==> config.mk <==
export PLATFORM = sky130hd
export DESIGN_NAME = cr_pipe_arb
export DESIGN_NICKNAME = d
export VERILOG_FILES = /design/src/rtl/cr_pipe_pkg.sv /design/src/rtl/cr_pipe_reg.sv /design/src/rtl/cr_rr_arb.sv /design/src/rtl/cr_pipe_arb.sv
export SDC_FILE = /design/constraint.sdc
export NUM_CORES = 1
export LEC_CHECK = 0
export ABC_AREA = 0
export BUFFER_PORTS_ARGS = -buffer_cell sky130_fd_sc_hd__buf_4
export CELL_PAD_IN_SITES_DETAIL_PLACEMENT = 2
export CELL_PAD_IN_SITES_GLOBAL_PLACEMENT = 2
export CORE_ASPECT_RATIO = 1.5
export CORE_MARGIN = 2
export CORE_UTILIZATION = 22
export DETAILED_ROUTE_END_ITERATION = 8
export GPL_ROUTABILITY_DRIVEN = 0
export GPL_TIMING_DRIVEN = 0
export PLACE_DENSITY = 0.88
export SYNTH_ARGS = -nofsm -noshare
export SYNTH_HDL_FRONTEND = slang
export SYNTH_SLANG_ARGS = --single-unit
==> constraint.sdc <==
create_clock -name clk_i -period 3.1 [get_ports clk_i]
set_clock_uncertainty 0.05 [all_clocks]
set_input_delay 0.62 -clock clk_i [delete_from_list [all_inputs] [get_ports clk_i]]
set_output_delay 0.62 -clock clk_i [all_outputs]
set_load 0.02 [all_outputs]
==> src/rtl/cr_pipe_pkg.sv <==
// Shared types and constant helpers for the pipelined round-robin arbiter.
// Latency: n/a (declarations only).
// Backpressure: n/a.
package cr_pipe_pkg;

    // Largest requester count the arbiter supports.
    localparam int CR_MAX_REQS = 16;

    // Ceiling log2 used at elaboration time.
    function automatic int cr_clog2(input int n);
        int r;
        r = 0;
        while ((1 << r) < n) r = r + 1;
        return r;
    endfunction

    // Priority pointer width; at least one bit even for two requesters.
    function automatic int cr_ptr_w(input int n_reqs);
        return (n_reqs > 2) ? cr_clog2(n_reqs) : 1;
    endfunction

    // Slot ownership tag at its widest; instances use the low pReqs owner bits.
    typedef struct packed {
        logic                   valid;
        logic [CR_MAX_REQS-1:0] owner;
    } cr_tag_t;

endpackage

==> src/rtl/cr_pipe_reg.sv <==
// Fixed-latency register pipeline of pStages stages; pStages=0 is a wire.
// Latency: exactly pStages cycles, advances every cycle.
// Backpressure: none; there is no stall input.
module cr_pipe_reg #(
    parameter int                pWidth          = 8,
    parameter int                pStages         = 1,
    parameter int                pRstMode        = 0,
    parameter logic [pWidth-1:0] StaticResetData = '0
) (
    input  logic              clk_i,
    input  logic              rst_n_i,
    input  logic [pWidth-1:0] d_i,
    output logic [pWidth-1:0] q_o
);

    if (pStages == 0) begin : g_bypass
        logic unused_clk_rst;
        assign unused_clk_rst = clk_i ^ rst_n_i;
        assign q_o = d_i;
    end else begin : g_stages
        logic [pStages-1:0][pWidth-1:0] stg_q;

        if (pRstMode == 0) begin : g_async_rst
            // Shift register cleared to the static reset value by the async reset.
            always_ff @(posedge clk_i or negedge rst_n_i) begin
                if (!rst_n_i) begin
                    for (int i = 0; i < pStages; i++) stg_q[i] <= StaticResetData;
                end else begin
                    stg_q[0] <= d_i;
                    for (int i = 1; i < pStages; i++) stg_q[i] <= stg_q[i-1];
                end
            end
        end else begin : g_no_rst
            logic unused_rst;
            assign unused_rst = rst_n_i;
            // Shift register without reset on the data path.
            always_ff @(posedge clk_i) begin
                stg_q[0] <= d_i;
                for (int i = 1; i < pStages; i++) stg_q[i] <= stg_q[i-1];
            end
        end

        assign q_o = stg_q[pStages-1];
    end

endmodule

==> src/rtl/cr_rr_arb.sv <==
// One-hot round-robin grant with a wrapping priority pointer (optional lock: CR_PIPE_ARB_LOCK_EN).
// Latency: grant is combinational; pointer updates on the next edge.
// Backpressure: en_i low suppresses all grants; pointer holds.
module cr_rr_arb
    import cr_pipe_pkg::*;
#(
    parameter int pReqs = 4
) (
    input  logic             clk_i,
    input  logic             rst_n_i,
    input  logic             en_i,
    input  logic [pReqs-1:0] req_i,
`ifdef CR_PIPE_ARB_LOCK_EN
    input  logic [pReqs-1:0] lock_i,
`endif
    output logic [pReqs-1:0] gnt_o
);

    localparam int PTR_W = cr_ptr_w(pReqs);

    logic [PTR_W-1:0] ptr_q, ptr_d;
    logic [PTR_W-1:0] win;
    logic             hit;
    int               idx;

    // Search upward from the pointer, wrapping at pReqs, for the first valid request.
    always_comb begin
        gnt_o = '0;
        hit   = 1'b0;
        win   = '0;
        idx   = 0;
        for (int k = 0; k < pReqs; k++) begin
            idx = int'(ptr_q) + k;
            if (idx >= pReqs) idx = idx - pReqs;
            if (!hit && en_i && req_i[idx]) begin
                hit = 1'b1;
                win = PTR_W'(idx);
            end
        end
        if (hit) gnt_o[win] = 1'b1;
    end

    // Next pointer: one past the winner (never reaching pReqs), or the winner itself while locked.
    always_comb begin
        ptr_d = ptr_q;
        if (hit) begin
            if (win == PTR_W'(pReqs - 1)) ptr_d = '0;
            else                          ptr_d = win + 1'b1;
`ifdef CR_PIPE_ARB_LOCK_EN
            if (lock_i[win]) ptr_d = win;
`endif
        end
    end

    // Priority pointer register.
    always_ff @(posedge clk_i or negedge rst_n_i) begin
        if (!rst_n_i) ptr_q <= '0;
        else          ptr_q <= ptr_d;
    end

endmodule

==> src/rtl/cr_pipe_arb.sv <==
// Shares one fixed-latency pipeline among pReqs requesters and steers results back to their owner (optional lock: CR_PIPE_ARB_LOCK_EN).
// Latency: issue combinational; response exactly pStages cycles after issue.
// Backpressure: none on responses; en_i low blocks new grants while in-flight slots drain.
module cr_pipe_arb
    import cr_pipe_pkg::*;
#(
    parameter int pWidth  = 10,
    parameter int pReqs   = 4,
    parameter int pStages = 5
) (
    input  logic                    clk_i,
    input  logic                    rst_n_i,
    input  logic                    en_i,
    input  logic [pReqs-1:0]        req_valid_i,
    input  logic [pReqs*pWidth-1:0] req_data_i,
`ifdef CR_PIPE_ARB_LOCK_EN
    input  logic [pReqs-1:0]        req_lock_i,
`endif
    output logic [pReqs-1:0]        req_ready_o,
    output logic                    pipe_valid_o,
    output logic [pWidth-1:0]       pipe_d_o,
    input  logic [pWidth-1:0]       pipe_q_i,
    output logic [pReqs-1:0]        rsp_valid_o,
    output logic [pWidth-1:0]       rsp_data_o
);

    typedef struct packed {
        logic             valid;
        logic [pReqs-1:0] owner;
    } tag_t;

    tag_t tag_in, tag_out;

    cr_rr_arb #(
        .pReqs (pReqs)
    ) u_arb (
        .clk_i   (clk_i),
        .rst_n_i (rst_n_i),
        .en_i    (en_i),
        .req_i   (req_valid_i),
`ifdef CR_PIPE_ARB_LOCK_EN
        .lock_i  (req_lock_i),
`endif
        .gnt_o   (req_ready_o)
    );

    // Issue mux: forward the granted requester's data, zero when idle.
    always_comb begin
        pipe_d_o = '0;
        for (int i = 0; i < pReqs; i++) begin
            if (req_ready_o[i]) pipe_d_o = req_data_i[i*pWidth +: pWidth];
        end
    end

    assign pipe_valid_o = |req_ready_o;

    // Owner tags travel alongside the data and are cleared with the pipeline.
    assign tag_in.valid = pipe_valid_o;
    assign tag_in.owner = req_ready_o;

    cr_pipe_reg #(
        .pWidth          (pReqs + 1),
        .pStages         (pStages),
        .pRstMode        (0),
        .StaticResetData ('0)
    ) u_tag_pipe (
        .clk_i   (clk_i),
        .rst_n_i (rst_n_i),
        .d_i     (tag_in),
        .q_o     (tag_out)
    );

    assign rsp_valid_o = tag_out.valid ? tag_out.owner : '0;
    assign rsp_data_o  = pipe_q_i;

endmodule

==> impl_metrics.xml, run 1 <==
<?xml version="1.0" encoding="UTF-8"?>
<metrics>
  <group name="grt">
    <metric name="grt.overflow.total" unit="">0</metric>
    <metric name="grt_pass1_vias" unit="">1829</metric>
    <metric name="grt_start_max_net_pins" unit="">28</metric>
    <metric name="grt_first_pass_wirelength" unit="um">8890</metric>
    <metric name="antenna_violations_before_repair" unit="">0</metric>
    <metric name="track_usage" unit="%">14.8</metric>
  </group>
  <group name="finish">
    <metric name="final_nets" unit="">312</metric>
    <metric name="final_layout_size_suffix_gt1_share" unit="%">63.2</metric>
    <metric name="area_growth_syn_to_layout" unit="%">83.0</metric>
    <metric name="finish.instance_area" unit="mm^2">0.00279</metric>
    <metric name="final_core_util" unit="%">41.0</metric>
    <metric name="antenna_cells_inserted" unit="">0</metric>
    <metric name="final_cell_count_no_fill" unit="">328</metric>
  </group>
  <group name="yosys">
    <metric name="synth_area_per_cell" unit="um^2">9.52</metric>
    <metric name="netlist_area" unit="mm^2">0.00152</metric>
    <metric name="synth_async_sr_flop_share" unit="%">100</metric>
    <metric name="register_area_share_after_synthesis" unit="%">44.3</metric>
    <metric name="number_of_synthesis_warnings" unit="">0</metric>
    <metric name="yosys-top-cells-area" unit="">sky130_fd_sc_hd__dfrtp_1 44%, sky130_fd_sc_hd__a211o_1 5.7%, sky130_fd_sc_hd__a221oi_1 5.7%</metric>
    <metric name="synthesis_stage_register_bit_count" unit="">27</metric>
    <metric name="post-synth-top-area-cell" unit="">sky130_fd_sc_hd__dfrtp_1</metric>
    <metric name="synth_top_area_share" unit="%">44.3</metric>
    <metric name="post_synth_num_cell_types" unit="">37</metric>
    <metric name="postSynthCellCount" unit="">160</metric>
    <metric name="syn_nets" unit="">221</metric>
    <metric name="synth-edff-count" unit="">0</metric>
    <metric name="synth_top_cells_by_count" unit="">27 x sky130_fd_sc_hd__dfrtp_1, 16 x sky130_fd_sc_hd__nand2_1, 13 x sky130_fd_sc_hd__a21oi_1, 13 x sky130_fd_sc_hd__inv_1</metric>
    <metric name="dominantRegCellSynth" unit="">sky130_fd_sc_hd__dfrtp_1</metric>
    <metric name="synthMostInstantiatedCell" unit="">sky130_fd_sc_hd__dfrtp_1</metric>
  </group>
  <group name="power_and_ir_drop">
    <metric name="powerDensity" unit="mW/mm^2">680</metric>
    <metric name="p_leak" unit="nW">1.30</metric>
    <metric name="ir_drop" unit="mV">0.386</metric>
  </group>
  <group name="routing">
    <metric name="viasPerCell" unit="">4.91</metric>
    <metric name="routedWlPerCell" unit="um">17.0</metric>
    <metric name="routed_wl" unit="um">5580</metric>
    <metric name="route.vias.total" unit="">1611</metric>
    <metric name="drc" unit="">0</metric>
    <metric name="drt-initial-drc-count" unit="">57</metric>
    <metric name="route.antenna.remaining_nets" unit="">0</metric>
    <metric name="first_pass_iters" unit="">4</metric>
  </group>
  <group name="sta">
    <metric name="timing.final.setup_violations" unit="">12</metric>
    <metric name="achievable_freq" unit="MHz">279</metric>
    <metric name="final_period_minus_worst_setup_slack" unit="ps">3590</metric>
    <metric name="postLayoutSetupSlackWorst" unit="ps">-486</metric>
    <metric name="max_slew_margin" unit="%">14.5</metric>
    <metric name="worst_margin_slew" unit="ps">1280</metric>
    <metric name="maxSlewViolCount" unit="">0</metric>
    <metric name="grt_setup_unrepaired" unit="">yes</metric>
    <metric name="final.hold.worst_slack" unit="ps">184</metric>
    <metric name="post-route-period-util" unit="%">116</metric>
    <metric name="hold_violations" unit="">0</metric>
  </group>
  <group name="clock_tree">
    <metric name="cts_num_sinks" unit="">27</metric>
    <metric name="cts_inserted_buffers" unit="">3</metric>
    <metric name="clock_tree.root_cell" unit="">sky130_fd_sc_hd__clkbuf_8</metric>
    <metric name="cts_tree" unit="">yes</metric>
    <metric name="cts_max_level" unit="">1</metric>
    <metric name="worst_setup_hold_path_clk_slew" unit="ps">90</metric>
    <metric name="ctsLongestPathBuffers" unit="">2</metric>
    <metric name="clock_latency" unit="ps">270</metric>
  </group>
  <group name="floorplanning">
    <metric name="die_width" unit="um">72.0</metric>
    <metric name="dieArea" unit="mm^2">0.00762</metric>
    <metric name="floorplan.die.height" unit="um">106</metric>
    <metric name="boundaryPins" unit="">86</metric>
    <metric name="core_region_area" unit="mm^2">0.00681</metric>
    <metric name="initial_core_util" unit="%">22.4</metric>
    <metric name="floorplan.rows" unit="">37</metric>
  </group>
  <group name="worst_setup_path">
    <metric name="crit_required" unit="ps">2430</metric>
    <metric name="timing_worst_setup_path_type" unit="">in2out</metric>
    <metric name="arrival_time_of_the_worst_setup_path" unit="ps">2920</metric>
    <metric name="cp-end-kind" unit="">primary output</metric>
    <metric name="crit_path_start_kind" unit="">primary input</metric>
    <metric name="critical_path_peak_fanout" unit="">6</metric>
  </group>
  <group name="outcome">
    <metric name="status" unit="">complete, but fails checks</metric>
    <metric name="failed_checks" unit="">negative setup slack</metric>
  </group>
  <group name="job">
    <metric name="max_capacitance_violation_count" unit="">0</metric>
  </group>
  <group name="placed_design">
    <metric name="dp_hpwl" unit="um">3930</metric>
    <metric name="cell_total_after_placement" unit="">313</metric>
    <metric name="placement.cell_area" unit="mm^2">0.00235</metric>
    <metric name="place.port_buffers" unit="">75</metric>
    <metric name="post-place-ws" unit="ps">-575</metric>
  </group>
  <group name="min_path">
    <metric name="hold_path.class" unit="">in2async</metric>
  </group>
</metrics>
-- cells by family after synthesis --
logic type / Yosys count / synth area share (%)
buffers and inverters: 34 / 11.0
adders and majority gates: 4 / 3.28
AOI/OAI and AO/OA: 51 / 25.2
DFF: 27 / 44.3
muxes: 1 / 0.739
and+or+nand+nor: 43 / 15.4
-- worst paths after layout --
| kind | from | to | slack (ps) | depth (start not counted) |
|---|---|---|---|---|
| worst min-delay path | rst_n_i | u_tag_pipe.q_o[0]$_DFF_PN0_ | 180 | 1 |
| worst max-delay path | req_valid_i[0] | pipe_d_o[3] | -490 | 14 |
| min in group clk_i | u_tag_pipe.g_stages.stg_q[13]$_DFF_PN0_ | u_tag_pipe.g_stages.stg_q[18]$_DFF_PN0_ | 300 | 0 |
| worst min register to register | u_tag_pipe.g_stages.stg_q[13]$_DFF_PN0_ | u_tag_pipe.g_stages.stg_q[18]$_DFF_PN0_ | 300 | 0 |
| worst max register to register | u_arb.ptr_q[1]$_DFFE_PN0P_ | u_tag_pipe.g_stages.stg_q[3]$_DFF_PN0_ | 870 | 9 |
| max in group asynchronous | rst_n_i | u_arb.ptr_q[1]$_DFFE_PN0P_ | 2540 | 1 |
-- routing by layer --
metal  up-vias  share of wire, %  track usage (%)
met5         -                 0                0
met4         0              0.99             4.04
met3         4               7.4             3.60
met2        72                57             28.0
met1       793                35             15.9
li1        742                 -                -
-- sequential cells by signal, indices dropped and copies added, names as in the netlist --
register,flops
u_arb.ptr_q,2
u_tag_pipe.g_stages.stg_q,20
u_tag_pipe.q_o,5
-- power breakdown --
group	switching (mW)	internal (mW)	total, mW
logic	0.606	0.634	1.24
clock network	0.106	0.0901	0.196
registers	0.0429	0.418	0.461
total	0.755	1.14	1.90
-- repair_timing --
action / CTS / global route
endpoints found under the setup margin: 13 / 14
gates cloned: 1 / 0
resized for setup: 60 / 21
pin swaps: 20 / 7
hold buffers: 0 / 0
setup buffers: 10 / 2
-- layout make-up --
| cell class | instances | area, um^2 |
|---|---|---|
| inverter | 13 | 48.8 |
| multi-input combinational | 99 | 1010 |
| tap | 78 | 97.6 |
| sequential | 27 | 678 |
| timing repair buffer | 86 | 709 |
| clock inverter | 1 | 5.00 |
| buffer | 21 | 195 |
| fill | 723 | 4020 |
| clock buffer | 3 | 41.3 |
-- metrics by stage --
stage | setup TNS (ps) | power, mW
3_3_place_gp | -5230 | 1.33
2_1_floorplan | 0 | 1.06
5_1_grt | -6390 | 2.03
3_5_place_dp | -5950 | 1.36
4_1_cts | -4120 | 1.83
6_report | -4800 | 1.90
-- critical path: stages --
cell	delay, ps
sky130_fd_sc_hd__buf_4	130
sky130_fd_sc_hd__buf_8	120
sky130_fd_sc_hd__nand2b_4	150
sky130_fd_sc_hd__nor3b_1	280
sky130_fd_sc_hd__o211ai_1	150
sky130_fd_sc_hd__buf_4	170
sky130_fd_sc_hd__o311ai_4	110
sky130_fd_sc_hd__ha_2	250
sky130_fd_sc_hd__nor2b_4	160
sky130_fd_sc_hd__buf_6	140
sky130_fd_sc_hd__a221oi_2	60
sky130_fd_sc_hd__a211o_1	310
sky130_fd_sc_hd__a21oi_4	130
sky130_fd_sc_hd__buf_6	140
-- placed cells by master (no fill, tap or decap), types with 2 or more instances in the layout --
master	n
sky130_fd_sc_hd__a21oi_1	2
sky130_fd_sc_hd__inv_1	12
sky130_fd_sc_hd__buf_6	18
sky130_fd_sc_hd__clkbuf_8	7
sky130_fd_sc_hd__nor2b_1	2
sky130_fd_sc_hd__buf_4	79
sky130_fd_sc_hd__clkbuf_4	2
sky130_fd_sc_hd__a21oi_4	11
sky130_fd_sc_hd__buf_8	2
sky130_fd_sc_hd__nand2_1	16
sky130_fd_sc_hd__and2_1	6
sky130_fd_sc_hd__ha_2	3
sky130_fd_sc_hd__a221oi_2	8
sky130_fd_sc_hd__nor2b_4	4
sky130_fd_sc_hd__dfrtp_1	25
sky130_fd_sc_hd__a211o_1	10
sky130_fd_sc_hd__and2_4	3
sky130_fd_sc_hd__dfrtp_2	2
sky130_fd_sc_hd__a221oi_1	2
sky130_fd_sc_hd__nor3_1	2
Note: power is estimated with default switching activity, not from simulation.
==> run 2, diff against run 1 <==
- REMOVE_ABC_BUFFERS: not set -> 1
==> impl_metrics.xml, run 2 (synthesis gave the netlist of run 1 again) <==
<?xml version="1.0" encoding="UTF-8"?>
<metrics>
  <group name="clock_tree">
    <metric name="clock_tree.root_cell" unit="">sky130_fd_sc_hd__clkbuf_8</metric>
    <metric name="clock_latency" unit="ps">280</metric>
    <metric name="cts_num_sinks" unit="">27</metric>
    <metric name="cts.hold.buffers_added" unit="">0</metric>
    <metric name="cts_inserted_buffers" unit="">3</metric>
    <metric name="ctsLongestPathBuffers" unit="">2</metric>
    <metric name="worst_setup_hold_path_clk_slew" unit="ps">90</metric>
    <metric name="cts_tree" unit="">yes</metric>
    <metric name="cts_max_level" unit="">1</metric>
  </group>
  <group name="routing">
    <metric name="routed_wl" unit="um">6410</metric>
    <metric name="routedWlPerCell" unit="um">20.0</metric>
    <metric name="drt-initial-drc-count" unit="">53</metric>
    <metric name="route.antenna.remaining_nets" unit="">0</metric>
    <metric name="first_pass_iters" unit="">4</metric>
    <metric name="drc" unit="">0</metric>
    <metric name="route.vias.total" unit="">1611</metric>
    <metric name="viasPerCell" unit="">5.02</metric>
  </group>
  <group name="worst_setup_path">
    <metric name="crit_path_start_kind" unit="">primary input</metric>
    <metric name="cp-endpoint" unit="">pipe_d_o[6]</metric>
    <metric name="r2r-end" unit="">u_tag_pipe.g_stages.stg_q[3]$_DFF_PN0_</metric>
    <metric name="arrival_time_of_the_worst_setup_path" unit="ps">2980</metric>
    <metric name="crit-reg2reg-launch" unit="">u_arb.ptr_q[0]$_DFFE_PN0P_</metric>
    <metric name="cp-end-kind" unit="">primary output</metric>
    <metric name="rr_worst_depth" unit="">13</metric>
    <metric name="setup.worst_path.start" unit="">en_i</metric>
    <metric name="critical_path_peak_fanout" unit="">9</metric>
    <metric name="crit_required" unit="ps">2430</metric>
    <metric name="rrSetupSlack" unit="ps">530</metric>
    <metric name="timing_worst_setup_path_type" unit="">in2out</metric>
  </group>
  <group name="sta">
    <metric name="maxSlewViolCount" unit="">0</metric>
    <metric name="grt_setup_unrepaired" unit="">yes</metric>
    <metric name="post-route-period-util" unit="%">118</metric>
    <metric name="hold_violations" unit="">0</metric>
    <metric name="achievable_freq" unit="MHz">274</metric>
    <metric name="final.hold.worst_slack" unit="ps">185</metric>
    <metric name="timing.final.setup_violations" unit="">13</metric>
    <metric name="final_period_minus_worst_setup_slack" unit="ps">3650</metric>
    <metric name="worst_margin_slew" unit="ps">349</metric>
    <metric name="postLayoutSetupSlackWorst" unit="ps">-554</metric>
    <metric name="totalNegativeSetupSlack" unit="ps">-5980</metric>
    <metric name="max_slew_margin" unit="%">76.7</metric>
  </group>
  <group name="power_and_ir_drop">
    <metric name="p_leak" unit="nW">1.26</metric>
    <metric name="ir_drop" unit="mV">0.315</metric>
    <metric name="powerDensity" unit="mW/mm^2">720</metric>
    <metric name="fin_total_pwr" unit="mW">1.89</metric>
  </group>
  <group name="finish">
    <metric name="commonest_non_fill_non_tap_cells_in_the_layout" unit="">84 x sky130_fd_sc_hd__buf_4, 25 x sky130_fd_sc_hd__dfrtp_1, 16 x sky130_fd_sc_hd__nand2_1</metric>
    <metric name="fillerInstances" unit="">707</metric>
    <metric name="final_nets" unit="">305</metric>
    <metric name="area_growth_syn_to_layout" unit="%">72.0</metric>
    <metric name="largest_register_ff_count" unit="">20</metric>
    <metric name="registers.top_by_ff_count" unit="">u_tag_pipe.g_stages.stg_q</metric>
    <metric name="final_layout_size_suffix_gt1_share" unit="%">58.8</metric>
    <metric name="sequential_cell_area" unit="um^2">678</metric>
    <metric name="most_common_cell_after_layout_fill_and_taps_aside" unit="">sky130_fd_sc_hd__buf_4</metric>
    <metric name="multiInputGateArea" unit="um^2">903</metric>
    <metric name="antenna_cells_inserted" unit="">0</metric>
  </group>
  <group name="grt">
    <metric name="antenna_violations_before_repair" unit="">0</metric>
    <metric name="track_usage" unit="%">16.5</metric>
    <metric name="grt_first_pass_wirelength" unit="um">9700</metric>
    <metric name="grt_pass1_vias" unit="">1913</metric>
    <metric name="grt.overflow.total" unit="">0</metric>
    <metric name="grt_start_max_net_pins" unit="">28</metric>
  </group>
  <group name="outcome">
    <metric name="failed_checks" unit="">negative setup slack</metric>
    <metric name="status" unit="">complete, but fails checks</metric>
  </group>
  <group name="floorplanning">
    <metric name="die_width" unit="um">72.0</metric>
    <metric name="boundaryPins" unit="">86</metric>
    <metric name="floorplan.rows" unit="">37</metric>
    <metric name="floorplan.die.height" unit="um">106</metric>
    <metric name="core_region_area" unit="mm^2">0.00681</metric>
    <metric name="dieArea" unit="mm^2">0.00762</metric>
    <metric name="initial_core_util" unit="%">22.4</metric>
  </group>
  <group name="min_path">
    <metric name="hold_path.class" unit="">in2async</metric>
  </group>
  <group name="job">
    <metric name="max_capacitance_violation_count" unit="">0</metric>
  </group>
  <group name="placed_design">
    <metric name="dp_hpwl" unit="um">3380</metric>
    <metric name="place.port_buffers" unit="">65</metric>
  </group>
</metrics>
run 2: cell types whose count changed in the layout (fill, tap and decap cells not counted), sizes merged:
cell	previous run	this run
clkbuf	11	3
clkinv	1	0
buf	99	100
clkinvlp	0	1
run 2: how the worst min path moves through the flow:
stage / start / cells past startpoint / to
finish: rst_n_i / 1 / u_tag_pipe.g_stages.stg_q[3]$_DFF_PN0_
global route: rst_n_i / 1 / u_tag_pipe.g_stages.stg_q[18]$_DFF_PN0_
CTS: rst_n_i / 1 / u_tag_pipe.q_o[4]$_DFF_PN0_
detailed placement: u_tag_pipe.g_stages.stg_q[2]$_DFF_PN0_ / 0 / u_tag_pipe.g_stages.stg_q[7]$_DFF_PN0_
global placement: u_tag_pipe.g_stages.stg_q[9]$_DFF_PN0_ / 0 / u_tag_pipe.g_stages.stg_q[14]$_DFF_PN0_
floorplan: rst_n_i / 0 / u_arb.ptr_q[0]$_DFFE_PN0P_
run 2: worst max-delay path, stage by stage:
cell and delay [ps]:
sky130_fd_sc_hd__buf_4 170, sky130_fd_sc_hd__nor2b_2 180, sky130_fd_sc_hd__o2111ai_1 160, sky130_fd_sc_hd__a311oi_2 410, sky130_fd_sc_hd__o311ai_2 160, sky130_fd_sc_hd__buf_4 180, sky130_fd_sc_hd__ha_4 180, sky130_fd_sc_hd__nor2b_4 160
sky130_fd_sc_hd__buf_6 140, sky130_fd_sc_hd__a221oi_2 60, sky130_fd_sc_hd__a211o_1 230, sky130_fd_sc_hd__a21oi_1 150, sky130_fd_sc_hd__buf_4 170
run 2: power breakdown:
| part | internal (mW) | leakage, nW | total (mW) | switching [mW] |
|---|---|---|---|---|
| registers | 0.418 | 0.351 | 0.464 | 0.0457 |
| logic | 0.632 | 0.884 | 1.22 | 0.586 |
| clock network | 0.0915 | 0.0217 | 0.206 | 0.115 |
run 2: per-stage QoR:
stage               instances  utilization, %  setup WS [ps]  cell area [um^2]
floorplan                 139               -           -599              1410
detailed placement        282            29.3          -1440              1990
global placement          282            29.3          -1340              1990
finish                    321            38.5           -554              2620
CTS                       316            37.5           -417              2550
global route              321            38.5           -661              2620
run 2: repair_timing:
item / CTS / global route
resized for setup: 56 / 7
pin swaps: 32 / 6
endpoints found under the setup margin: 15 / 14
endpoints found under the hold margin: 0 / 0
gates cloned: 0 / 0
setup buffers: 30 / 5
run 2: per-layer routing:
metal  vias up  global-route usage, %  wire [um]
met3        15                   5.59        516
met5         -                      0          0
met4         0                   4.72        172
met2        90                   30.6       3430
li1        727                      -          -
met1       779                   17.2       2290
run 2: layout make-up:
type | instances | area share, %
Multi-Input combinational cell | 99 | 34.5
Timing Repair Buffer | 100 | 32.2
Clock inverter | 1 | 0.286
Sequential cell | 27 | 25.9
Inverter | 13 | 1.86
Tap cell | 78 | 3.72
Clock buffer | 3 | 1.58
